--- src/rtl/stoch_scale_array_pkg.sv ---
// Shared definitions for the stochastic bit-stream scaler.
//   MAGNIFY / ATTENUATE : values of the MODE input
//   widths_ok()         : credit register must be able to hold any gain value
package stoch_scale_array_pkg;

   localparam logic MAGNIFY   = 1'b0;
   localparam logic ATTENUATE = 1'b1;

   function automatic bit widths_ok(input int cw, input int gw);
      return cw >= gw;
   endfunction

endpackage

--- src/rtl/stoch_scale_lane.sv ---
// One lane of the stochastic scaler.
//   CLK, RST    : clock, asynchronous active-high reset
//   EN          : low freezes the credit register and forces OUT/SAT low
//   FLUSH       : mode change in progress, clear credit, emit nothing
//   MODE        : registered mode (0 magnify, 1 attenuate)
//   G           : shared gain
//   IN          : input stochastic bit
//   OUT, SAT    : registered output bit, saturation pulse (magnify only)
module stoch_scale_lane
   import stoch_scale_array_pkg::*;
#(
   parameter int GW = 4,
   parameter int CW = 8
) (
   input  logic          CLK,
   input  logic          RST,
   input  logic          EN,
   input  logic          FLUSH,
   input  logic          MODE,
   input  logic [GW-1:0] G,
   input  logic          IN,
   output logic          OUT,
   output logic          SAT
);

   localparam logic [CW:0]   ONE_W = {{CW{1'b0}}, 1'b1};
   localparam logic [GW-1:0] ONE_G = {{(GW-1){1'b0}}, 1'b1};

   logic [CW-1:0] c, c_nxt;
   logic          out_nxt, sat_nxt;
   logic [CW:0]   g_ext, t, tm1, cinc;

   always_comb begin
      g_ext   = {{(CW+1-GW){1'b0}}, G};
      // One bit wider than the credit so an overflowing sum is visible.
      t       = {1'b0, c} + (IN ? g_ext : '0);
      tm1     = t - ONE_W;
      cinc    = {1'b0, c} + ONE_W;
      c_nxt   = c;
      out_nxt = 1'b0;
      sat_nxt = 1'b0;
      if (!EN) begin
         c_nxt = c;
      end else if (FLUSH) begin
         c_nxt = '0;
      end else if (MODE == MAGNIFY) begin
         if (t != '0) begin
            out_nxt = 1'b1;
            // tm1[CW] set means the remaining credit no longer fits: clip.
            if (tm1[CW]) begin
               c_nxt   = '1;
               sat_nxt = 1'b1;
            end else begin
               c_nxt = tm1[CW-1:0];
            end
         end
      end else begin
         if (G <= ONE_G) begin
            out_nxt = IN;
            c_nxt   = '0;
         end else if (IN) begin
            // >= rather than == so a gain lowered mid-count terminates
            // immediately instead of wrapping the counter.
            if (cinc >= g_ext) begin
               out_nxt = 1'b1;
               c_nxt   = '0;
            end else begin
               c_nxt = cinc[CW-1:0];
            end
         end
      end
   end

   always_ff @(posedge CLK or posedge RST) begin
      if (RST) begin
         c   <= '0;
         OUT <= 1'b0;
         SAT <= 1'b0;
      end else begin
         c   <= c_nxt;
         OUT <= out_nxt;
         SAT <= sat_nxt;
      end
   end

endmodule

--- src/rtl/stoch_scale_array.sv ---
// N-lane temporal stochastic bit-stream scaler with shared gain and mode.
//   CLK, RST : clock, asynchronous active-high reset
//   EN       : global enable
//   MODE     : 0 magnify (stretch each '1' into G ones), 1 attenuate (1 per G)
//   G        : shared unsigned gain
//   IN       : one stochastic input bit per lane
//   OUT      : registered scaled bits
//   SAT      : per-lane credit-clip pulse
module stoch_scale_array
   import stoch_scale_array_pkg::*;
#(
   parameter int N  = 8,
   parameter int GW = 4,
   parameter int CW = 8
) (
   input  logic          CLK,
   input  logic          RST,
   input  logic          EN,
   input  logic          MODE,
   input  logic [GW-1:0] G,
   input  logic [N-1:0]  IN,
   output logic [N-1:0]  OUT,
   output logic [N-1:0]  SAT
);

   if (!widths_ok(CW, GW)) begin : g_bad_widths
      $error("stoch_scale_array: CW must be >= GW");
   end

   logic mode_q;
   logic flush;

   // A mode change spends one enabled cycle clearing every lane.
   assign flush = EN & (MODE != mode_q);

   always_ff @(posedge CLK or posedge RST) begin
      if (RST)        mode_q <= MAGNIFY;
      else if (flush) mode_q <= MODE;
   end

   for (genvar i = 0; i < N; i++) begin : g_lane
      stoch_scale_lane #(.GW(GW), .CW(CW)) u_lane (
         .CLK   (CLK),
         .RST   (RST),
         .EN    (EN),
         .FLUSH (flush),
         .MODE  (mode_q),
         .G     (G),
         .IN    (IN[i]),
         .OUT   (OUT[i]),
         .SAT   (SAT[i])
      );
   end

endmodule

--- config.mk ---
export PLATFORM = sky130hd
export DESIGN_NAME = stoch_scale_array
export DESIGN_NICKNAME = d
export VERILOG_FILES = /design/src/rtl/stoch_scale_array_pkg.sv /design/src/rtl/stoch_scale_lane.sv /design/src/rtl/stoch_scale_array.sv
export SDC_FILE = /design/constraint.sdc
export NUM_CORES = 1
export LEC_CHECK = 0
export ABC_AREA = 0
export ABC_CLOCK_PERIOD_IN_PS = 3000
export BUFFER_PORTS_ARGS = -buffer_cell sky130_fd_sc_hd__buf_2
export CORE_ASPECT_RATIO = 0.75
export CORE_MARGIN = 3
export CORE_UTILIZATION = 35
export CTS_CLUSTER_SIZE = 10
export DETAILED_ROUTE_END_ITERATION = 10
export GPL_TIMING_DRIVEN = 0
export SETUP_SLACK_MARGIN = 0.1
export SLEW_MARGIN = 20
export SYNTH_ARGS = -nofsm -noshare
export SYNTH_HDL_FRONTEND = slang
export SYNTH_SLANG_ARGS = --single-unit
--- constraint.sdc ---
create_clock -name CLK -period 3 [get_ports CLK]
set_input_delay 0 -clock CLK [delete_from_list [all_inputs] [get_ports CLK]]
set_output_delay 0 -clock CLK [all_outputs]
set_load 0.05 [all_outputs]
-- After elaboration in Yosys (flattened, before gate mapping)
Index checks and enable logic that the tools add are counted.
- shift-type cells: 0
- $add $sub $neg: 24
- bitwise logic cells: 1
- equal/unequal tests: 9
- multiply operators: 0
- reduce and logical (&&, ||, !) cells: 24
- multiplexer cells: 160
- order comparisons: 9
- div/mod/pow operators: 0
- operators with widths (cell ; count):
    2-to-1 mux 8 bit ; 56
    2-to-1 mux 1 bit ; 96
    adder 8 x 1 -> 9 bit (second input constant) ; 8
    adder 8 x 9 -> 9 bit ; 8
    >= comparator 9 x 4 -> 1 bit ; 8
    nonzero test 9 bit ; 8
    subtractor 9 x 1 -> 9 bit (second input constant) ; 8
    2-to-1 mux 4 bit ; 8
    inequality test 4 x 2 -> 1 bit (second input constant) ; 8
    AND reduction 3 bit ; 8
    nonzero test 3 bit ; 8
    less-or-equal comparator 4 x 1 -> 1 bit (second input constant) ; 1
    bitwise AND 1 bit ; 1
    inequality test 1 bit ; 1
- output and inout bits: 16
- bits in read-only memories: 0
- memories kept: 0
- bits in latches: 0
- memory bits (writable): 0
- register bits: 81
- word-level logic and storage cells: 252

-- Logic depth before layout (Yosys ltp)
Gate-level depths: netlist (run 1).
- depth in word-level cells: 8
- mapped depth: 13
- depth with buffers taken out: 12

-- Hierarchy
A second synthesis (run 1) with hierarchy kept.
- cell total of the unflattened synthesis: 1181
- area, all modules: 9801.9 um^2
- modules (own cells, without submodules) (module ; cells an instance ; area an instance (um^2) ; times used):
    stoch_scale_lane at g_lane[1].u_lane ... ; 145 ; 1191.1 ; 6
    stoch_scale_lane at g_lane[0].u_lane ; 164 ; 1321.3 ; 1
    stoch_scale_lane at g_lane[7].u_lane ; 142 ; 1278.7 ; 1
    stoch_scale_array ; 5 ; 55.1 ; 1

-- Least setup slack after synthesis (run 1)
Ideal clock, no wire load.
- path type: flip-flop to flip-flop
- from: register g_lane[2].u_lane.c[0]
- to: register g_lane[2].u_lane.c[0]
- setup slack: 0.152 ns
- stages on the path, launching flop included: 11
- path buffers: 1
- data required time: 2.879 ns
- arrival time: 2.727 ns
- clock period less this slack: 2.848 ns
- library setup time: 0.121 ns
- cell sequence: dfrtp_1 > ha_1 > fa_1 > buf_4 > a21o_2 > a21oi_1 > o21ai_2 > mux2_4 > o31a_1 > o31a_1 > o22a_1
- longest elaborated chain between the ends: 7
- elaborated cells between the ends (all ways): 14
- classes of those cells: 3 x add/sub; 1 x order compare; 7 x mux; 3 x reduce/logical
- RTL lines (what ; RTL line ; source):
    start, declared ; stoch_scale_lane.sv:29 ; logic [CW-1:0] c, c_nxt;
    start signal, assigned ; stoch_scale_lane.sv:80 ; c <= c_nxt;
    adder 8 x 1 -> 9 bit ; stoch_scale_lane.sv:38 ; cinc = {1'b0, c} + ONE_W;
    >= comparator 9 x 4 -> 1 bit ; stoch_scale_lane.sv:64 ; if (cinc >= g_ext) begin
    2-to-1 mux 8 bit ; stoch_scale_lane.sv:64 ;
    2-to-1 mux 8 bit ; stoch_scale_lane.sv:61 ; end else if (IN) begin
    2-to-1 mux 8 bit ; stoch_scale_lane.sv:58 ; if (G <= ONE_G) begin
    2-to-1 mux 8 bit ; stoch_scale_lane.sv:46 ; end else if (MODE == MAGNIFY) begin
    2-to-1 mux 8 bit ; stoch_scale_lane.sv:44 ; end else if (FLUSH) begin
Several ways; a longest one is shown, not always the timed one. The select of a mux whose other input is x is not followed.
A chain may end at the register's enable or synchronous reset.

-- Worst setup path in the final report (run 1)
- from: input port IN[4]
- to: register g_lane[4].u_lane.c[1]
- longest elaborated chain between the ends: 7
- elaborated cells between the ends (all ways): 11
- classes of those cells: 2 x add/sub; 1 x eq/ne; 5 x mux; 3 x reduce/logical
- RTL lines (what ; RTL line ; source):
    start, declared ; stoch_scale_array.sv:21 ; input logic [N-1:0] IN,
    2-to-1 mux 4 bit ; stoch_scale_lane.sv:36 ; t = {1'b0, c} + (IN ? g_ext : '0);
    adder 8 x 9 -> 9 bit ; stoch_scale_lane.sv:36 ;
    subtractor 9 x 1 -> 9 bit ; stoch_scale_lane.sv:37 ; tm1 = t - ONE_W;
    2-to-1 mux 8 bit ; stoch_scale_lane.sv:50 ; if (tm1[CW]) begin
    2-to-1 mux 8 bit ; stoch_scale_lane.sv:47 ; if (t != '0) begin
    2-to-1 mux 8 bit ; stoch_scale_lane.sv:46 ;
    2-to-1 mux 8 bit ; stoch_scale_lane.sv:44 ;
    end signal, assigned ; stoch_scale_lane.sv:80 ;
    end, declared ; stoch_scale_lane.sv:29 ;
Several ways; a longest one is shown, not always the timed one. The select of a mux whose other input is x is not followed.

==> summary.md, run 1 <==
| Metric | Value |
|---|---|
| Outcome | complete, no violations |
| Clock-pin slew on the worst setup and hold paths | 0.07 ns |
| Power Density | 921 nW/um^2 |
| RSZ-0062 raised after global routing | yes |
| Number of synthesized register bits | 81 |
| DP Area | 10700 sq um |
| Final setup vio count | 0 |
| Comb pwr share | 71.0% |
| Worst-case clock buffer depth | 2 |
| Synth warnings | 0 |
| Post-synth top area cell | dfrtp_1 |
| CP bufs+invs | 3 |
| Vias after detailed routing | 10100 |
| Worst Hold Class | primary input to flop |
| Diode count | 0 |
| Synthesized Nets | 1355 |
| Slew headroom | 38.2% |
| Post-DR wirelength/cell | 18.5 microns |
| Max Cap Violations | 0 |
| Area grow syn2layout | 23.0% |
| Num ports | 32 |
| Placer Congestion | 0.899 |
| Worst Tran Pin Value | 0.925 ns |
| Final instance area | 12400 sq um |
| Htree depth | 3 |
| Worst clock skew | 0.0114 ns |
| First-pass GRT wire length | 49800 microns |
| Share of layout cells above drive strength 1 | 23.1% |
| VDD IR max | 0.000427 V |
| Global Route Usage Sum | 19.6% |
| Fmax | 352 MHz |
| DR DRC count | 0 |
| Clock Sinks | 81 |
| Psw | 5.72 mW |
| Full die area | 30800 sq um |
| EDFF count, synth | 0 |
| Netlist cell types | 99 |
| Largest stage delay, worst path | 0.54 ns |
| Nets | 1446 |
| Core area | 28100 sq um |
| CP max-delay cell | dlygate4sd3_1 |
| CP Data Required Time | 3.25 ns |
| Crit path DAT | 3.09 ns |
| Setup crit start kind | primary input |
| DIE WIDTH | 202 microns |
| Largest net degree at the start of global routing | 66 |
| FP Rows | 53 |
| Sequential fraction of the synthesis area | 20.2% |
| Sequential power share | 17.8% |
| Vias in the first global route | 9386 |
| Global route overflow | 0 |
| Async set-or-reset flop fraction in the synthesized netlist | 100% |
| Pins Over Slew Limit | 0 |
| Switching share of total power | 50.2% |
| Most used flip-flop cell after synthesis | dfrtp_1 |
| Int Pwr | 5.67 mW |
| Synth cell count leaders | ha_1 (88), a21oi_1 (82), dfrtp_1 (81), o21ai_0 (73), nor2_1 (70) |
| CP Class | primary input to flop |
| Fin crit period | 2.84 ns |
| Pleak | 5.21 nW |
| Tcrit/Tclk final | 94.8% |
| Clock power frac | 11.2% |
| Initial drt markers | 904 |
| Count leader, synth | ha_1 |
| Clock root cell | clkbuf_16 |
| CP Cell Sequence | dlygate4sd3_1, buf_4, and2_4, ha_4, fa_2, a211oi_4, nor2_4, mux2_4, nor4_4, a31o_2, buf_6, mux2i_1, o31ai_1 |
| CP delay by family, top | buffers and inverters |
| CTS tree | built |
| Mean cell area of the mapped netlist | 8.09 sq um |
| CP Max Fanout | 7 |
| Syn Std Cell Area | 10100 sq um |
| Detail Route Antenna Nets | 0 |
| Fin cells | 1724 |
| CTS buffer count | 9 |
| Post-DP HPWL | 21700 microns |
| Initial Util | 35.8% |
| Placed cell count | 1660 |
| Initial antenna violation count | 0 |
| DRT Pass-1 Iters | 7 |
| Area share of the largest cell type after synthesis | 20.2% |
| IO Port Bufs | 31 |
| Number of vias per cell | 5.88 |
| Final hold violations | 0 |
| CP endpoint kind | flop |
| Top post-synthesis cells by area | dfrtp_1 (20%), ha_1 (11%), a21oi_1 (4.1%) |
| Final Util | 44.0% |
| Clk_lat worst skew | 0.37 ns |
| Routed wire length | 31900 microns |
| Die outline height | 153 microns |
| Mapped Cells | 1243 |
-- routing by layer --
layer	up-vias	routed length, microns	global-route usage (%)
li1	4831	-	-
met1	4923	15700	29.4
met2	328	13800	28.9
met3	47	1900	3.72
met4	0	533	4.61
met5	-	0	0
-- per-stage QoR --
step                      power [mW]  TNS, ns  hold WS (ns)  setup slack, ns
after floorplan                 7.19        0         0.131            0.152
after global placement          8.54   -70.04         0.284           -0.609
after detailed placement        8.65   -23.40       -0.0445           -0.499
after CTS                       10.4        0        0.0176           0.0701
after global routing            12.3        0        0.0541           0.0505
final                           11.4        0        0.0358            0.157
-- kinds of logic after synthesis --
group                      synth area share (%)
AOI/OAI and AO/OA                          29.5
xor gates and xnor gates                   5.92
adders and majority gates                  12.5
buffers and inverters                      6.52
DFF                                        20.2
muxes                                      3.41
and+or+nand+nor                            22.0
-- repair_timing --
| item | in CTS | in global routing |
|---|---|---|
| endpoints found under the setup margin | 75 | 71 |
| buffers inserted | 17 | 26 |
| hold endpoints to repair | 88 | 0 |
| hold buffers | 8 | 0 |
| pin swaps | 14 | 51 |
| gates cloned | 0 | 1 |
| resized for setup | 69 | 129 |
-- registers in the layout, indices dropped and copies added (netlist names) --
| signal | flops |
|---|---|
| g_lane.u_lane.OUT | 8 |
| g_lane.u_lane.SAT | 8 |
| g_lane.u_lane.c | 64 |
| mode_q | 1 |
-- cell type report --
class | count | area, sq um
fill | 2715 | 15800
multi-input combinational | 1022 | 8210
sequential | 81 | 2040
timing repair buffer | 84 | 609
tap | 385 | 482
buffer | 74 | 462
inverter | 62 | 238
clock buffer | 10 | 229
clock inverter | 6 | 92.6
-- power by group through the flow --
| stage | logic [mW] | registers [mW] | clock network, mW |
|---|---|---|---|
| floorplan | 5.35 | 1.84 | 0 |
| global placement | 6.53 | 2.01 | 0 |
| detailed placement | 6.63 | 2.01 | 0 |
| CTS | 7.14 | 1.97 | 1.30 |
| global route | 8.90 | 2.08 | 1.33 |
| finish | 8.09 | 2.02 | 1.27 |
-- tightest hold or removal path, stage by stage --
cell,delay (ns)
buf_2,0.14
o211ai_1,0.14
nand2_1,0.08
-- path summary, 6_finish.rpt --
check | from | endpoint | slack [ns] | cells past startpoint
setup / recovery | IN[4] | g_lane[4].u_lane.c[1]$_DFFE_PP0P_ | 0.16 | 13
hold / removal | IN[0] | g_lane[0].u_lane.OUT$_DFF_PP0_ | 0.04 | 3
setup reg to reg | g_lane[6].u_lane.c[0]$_DFFE_PP0P_ | g_lane[6].u_lane.c[6]$_DFFE_PP0P_ | 0.16 | 10
hold reg to reg | g_lane[4].u_lane.c[0]$_DFFE_PP0P_ | g_lane[4].u_lane.c[0]$_DFFE_PP0P_ | 0.58 | 2
max in group asynchronous | RST | g_lane[3].u_lane.c[0]$_DFFE_PP0P_ | 2.27 | 4
min in group asynchronous | RST | g_lane[1].u_lane.SAT$_DFF_PP0_ | 0.10 | 3
-- cells in the final DEF (no fill, tap or decap), types with 9 or more instances in the layout --
cell	count
o21a_1	14
nand2b_1	15
nor3_1	33
nand4_1	16
o21ai_0	65
o21ai_1	9
and3_1	27
a211o_1	12
a31oi_1	17
clkbuf_1	25
xnor2_1	33
dfrtp_1	71
o31ai_1	9
buf_6	12
nor4_1	9
clkbuf_16	9
a21oi_1	69
buf_2	41
o211ai_1	22
and2_1	42
dfrtp_2	10
nand2_1	66
mux2i_1	26
xor2_1	28
nor2_1	63
buf_4	64
ha_1	72
inv_1	60
a21o_1	31
nand3_1	46
nor2b_1	9
a21oi_2	12
No activity file was read; power rests on OpenSTA's default activity.
==> inputs of run 2 (changes only) <==
- RECOVER_POWER: unset -> 50
==> run 2 against run 1 <==
  * First-iteration DRC count shrank 0.44%
  * Sequential cell count is the same
  * Sequential power is essentially flat
  * Global-route usage is the same
  * Clock power is essentially flat
  * Setup slack lost 0.0017 ns
  * Critical path depth is the same
  * Combinational power is essentially flat
  * Routed wire length is essentially flat
  * Maximum frequency is essentially flat
  * Clock skew is essentially flat
  * Via count shrank 0.23%
  * Critical path type unchanged
  * Largest cell class unchanged
  * Highest routed layer unchanged
==> summary.md, run 2 (synthesis gave the netlist of run 1 again) <==
| Metric | Value |
|---|---|
| Outcome | complete, no violations |
| Slew headroom | 32.6% (-5.5 points) |
| CTS buffer count | 9 (unchanged) |
| R2R depth | 11 (+1) |
| Clock root cell | clkbuf_16 |
| Initial antenna violation count | 0 (unchanged) |
| DRT Pass-1 Iters | 5 (-2) |
| Pins Over Slew Limit | 0 (unchanged) |
| Fmax | 351 MHz (about the same) |
| Start point of the worst hold path | IN[0] |
| Post-DR wirelength/cell | 18.5 microns (about the same) |
| Final hold violations | 0 (unchanged) |
| Share of layout cells above drive strength 1 | 22.6% (-0.52 points) |
| Worst-case clock buffer depth | 2 (unchanged) |
| Largest registers | g_lane.u_lane.c (64), g_lane.u_lane.OUT (8), g_lane.u_lane.SAT (8) |
| Commonest non-fill, non-tap cells in the layout | ha_1 (72), dfrtp_1 (71), a21oi_1 (69), nand2_1 (66), o21ai_0 (65) |
| Htree depth | 3 (unchanged) |
| Full die area | 30800 sq um (unchanged) |
| Reg2reg setup slack | 0.15 ns (about the same) |
| DR DRC count | 0 (unchanged) |
| Clock Sinks | 81 (unchanged) |
| Clk_lat worst skew | 0.37 ns (about the same) |
| Clock-pin slew on the worst setup and hold paths | 0.07 ns (about the same) |
| Vias in the first global route | 9386 (unchanged) |
| DIE WIDTH | 202 microns (unchanged) |
| Layer carrying the most global-route usage | met1 |
| Max Cap Violations | 0 (unchanged) |
| Core area | 28100 sq um (unchanged) |
| CP endpoint kind | flop |
| Max reg flops | 64 (unchanged) |
| Routed wire length | 31900 microns (about the same) |
| Most common cell after layout, fill and taps aside | ha_1 |
| CTS tree | built |
| Final setup vio count | 0 (unchanged) |
| Vias after detailed routing | 10100 (-0.23%) |
| RR Startpoint | g_lane[0].u_lane.c[1]$_DFFE_PP0P_ |
| RSZ-0062 raised after global routing | yes |
| Nets | 1446 (unchanged) |
| Tcrit/Tclk final | 94.8% (about the same) |
| Number of vias per cell | 5.86 (-0.23%) |
| Worst Tran Pin Value | 1.00 ns (+0.0797 ns) |
| Routing usage on met2 | 28.9% (unchanged) |
| Grt met3 use | 3.72% (unchanged) |
| CP Data Required Time | 3.25 ns (about the same) |
| Setup crit start kind | primary input |
| Final Util | 43.9% (-0.045 points) |
| Diode count | 0 (unchanged) |
| Power Density | 921 nW/um^2 (about the same) |
| Worst hold path stage count | 3 (unchanged) |
| Die outline height | 153 microns (unchanged) |
| VDD IR max | 0.000427 V (about the same) |
| Initial Util | 35.8% (unchanged) |
| Num ports | 32 (unchanged) |
| Hold Crit Endpoint | g_lane[0].u_lane.OUT$_DFF_PP0_ |
| Worst Hold Class | primary input to flop |
| Detail Route Antenna Nets | 0 (unchanged) |
| Largest net degree at the start of global routing | 66 (unchanged) |
| Fill cells | 2721 (+0.22%) |
| First-pass GRT wire length | 49800 microns (unchanged) |
| Pleak | 5.18 nW (-0.63%) |
| Global Route Usage Sum | 19.6% (unchanged) |
| Area grow syn2layout | 22.8% |
| Global route overflow | 0 (unchanged) |
| Crit path DAT | 3.09 ns (about the same) |
| IO Port Bufs | 31 (unchanged) |
| Placer Congestion | 0.899 (unchanged) |
| Initial drt markers | 900 (-0.44%) |
| Post-DP HPWL | 21700 microns (unchanged) |
| Setup_tns | 0 ns (unchanged) |
| Total Power | 11.4 mW (about the same) |
| FP Rows | 53 (unchanged) |
| CP Class | primary input to flop |
| Routing usage on met1 | 29.4% (unchanged) |
| Worst clock skew | 0.0117 ns (+0.000277 ns) |
| CP Max Fanout | 7 (unchanged) |
| FF-to-FF End | g_lane[0].u_lane.c[1]$_DFFE_PP0P_ |
| Most flops, register | g_lane.u_lane.c |
| Fin crit period | 2.85 ns (+0.00170 ns) |
run 2: cell count changes in the layout (fill, tap and decap cells not counted):
cell	before	now
clkinvlp_2	0	1
inv_6	1	0
buf_2	41	34
clkbuf_1	25	32
run 2: per-layer routing:
layer	vias to the layer above	share of wire, %
li1	4831	-
met1	4900	49
met2	329	43
met3	46	5.8
met4	0	1.7
met5	-	0
run 2: power by group:
group | switching [mW] | total (mW) | internal [mW]
registers | 0.549 | 2.02 | 1.47
logic | 4.63 | 8.09 | 3.46
clock network | 0.538 | 1.27 | 0.734
run 2: timing repair:
item                       in CTS  in global routing
hold endpoints to repair       88                  0
cloned                          0                  1
resized for setup              69                129
pin swaps                      14                 51
setup endpoints to repair      75                 71
hold buffers                    8                  0
buffers inserted               17                 26
run 2: worst max-delay path by stage:
| stage | from | endpoint | slack (ns) | cells after the start |
|---|---|---|---|---|
| 2_1_floorplan | g_lane[2].u_lane.c[0]$_DFFE_PP0P_ | g_lane[2].u_lane.c[0]$_DFFE_PP0P_ | 0.15 | 10 |
| 3_3_place_gp | RST | g_lane[7].u_lane.c[5]$_DFFE_PP0P_ | -0.61 | 2 |
| 3_5_place_dp | G[1] | g_lane[2].u_lane.c[4]$_DFFE_PP0P_ | -0.50 | 11 |
| 4_1_cts | g_lane[0].u_lane.c[0]$_DFFE_PP0P_ | g_lane[0].u_lane.c[0]$_DFFE_PP0P_ | 0.07 | 10 |
| 5_1_grt | IN[5] | g_lane[5].u_lane.c[7]$_DFFE_PP0P_ | 0.05 | 12 |
| 6_report | IN[4] | g_lane[4].u_lane.c[1]$_DFFE_PP0P_ | 0.15 | 13 |
run 2: through the flow:
stage | hold slack (ns) | instances | area (sq um) | worst slack, ns
6_report | 0.0449 | 1724 | 12400 | 0.155
4_1_cts | 0.0176 | 1698 | 11600 | 0.0701
5_1_grt | 0.0541 | 1724 | 12400 | 0.0505
3_5_place_dp | -0.0445 | 1660 | 10700 | -0.499
3_3_place_gp | 0.284 | 1659 | 10700 | -0.609
2_1_floorplan | 0.131 | 1243 | 10100 | 0.152
run 2: critical path, stage by stage:
cell           delay (ns)
dlygate4sd3_1        0.54
buf_4                0.16
and2_4               0.16
ha_4                 0.17
fa_2                 0.41
a211oi_4             0.34
nor2_4               0.08
mux2_4               0.29
nor4_4               0.29
a31o_2               0.22
buf_6                0.12
mux2i_1              0.20
o31ai_1              0.09
run 2: final cells by class:
type                       instances  area (sq um)  share of cell area [%]
multi-input combinational       1022          8210                    66.5
sequential                        81          2040                    16.5
timing repair buffer              84           601                    4.86
tap                              385           482                    3.90
buffer                            74           462                    3.74
inverter                          62           234                    1.89
clock buffer                      10           229                    1.85
clock inverter                     6          92.6                   0.750
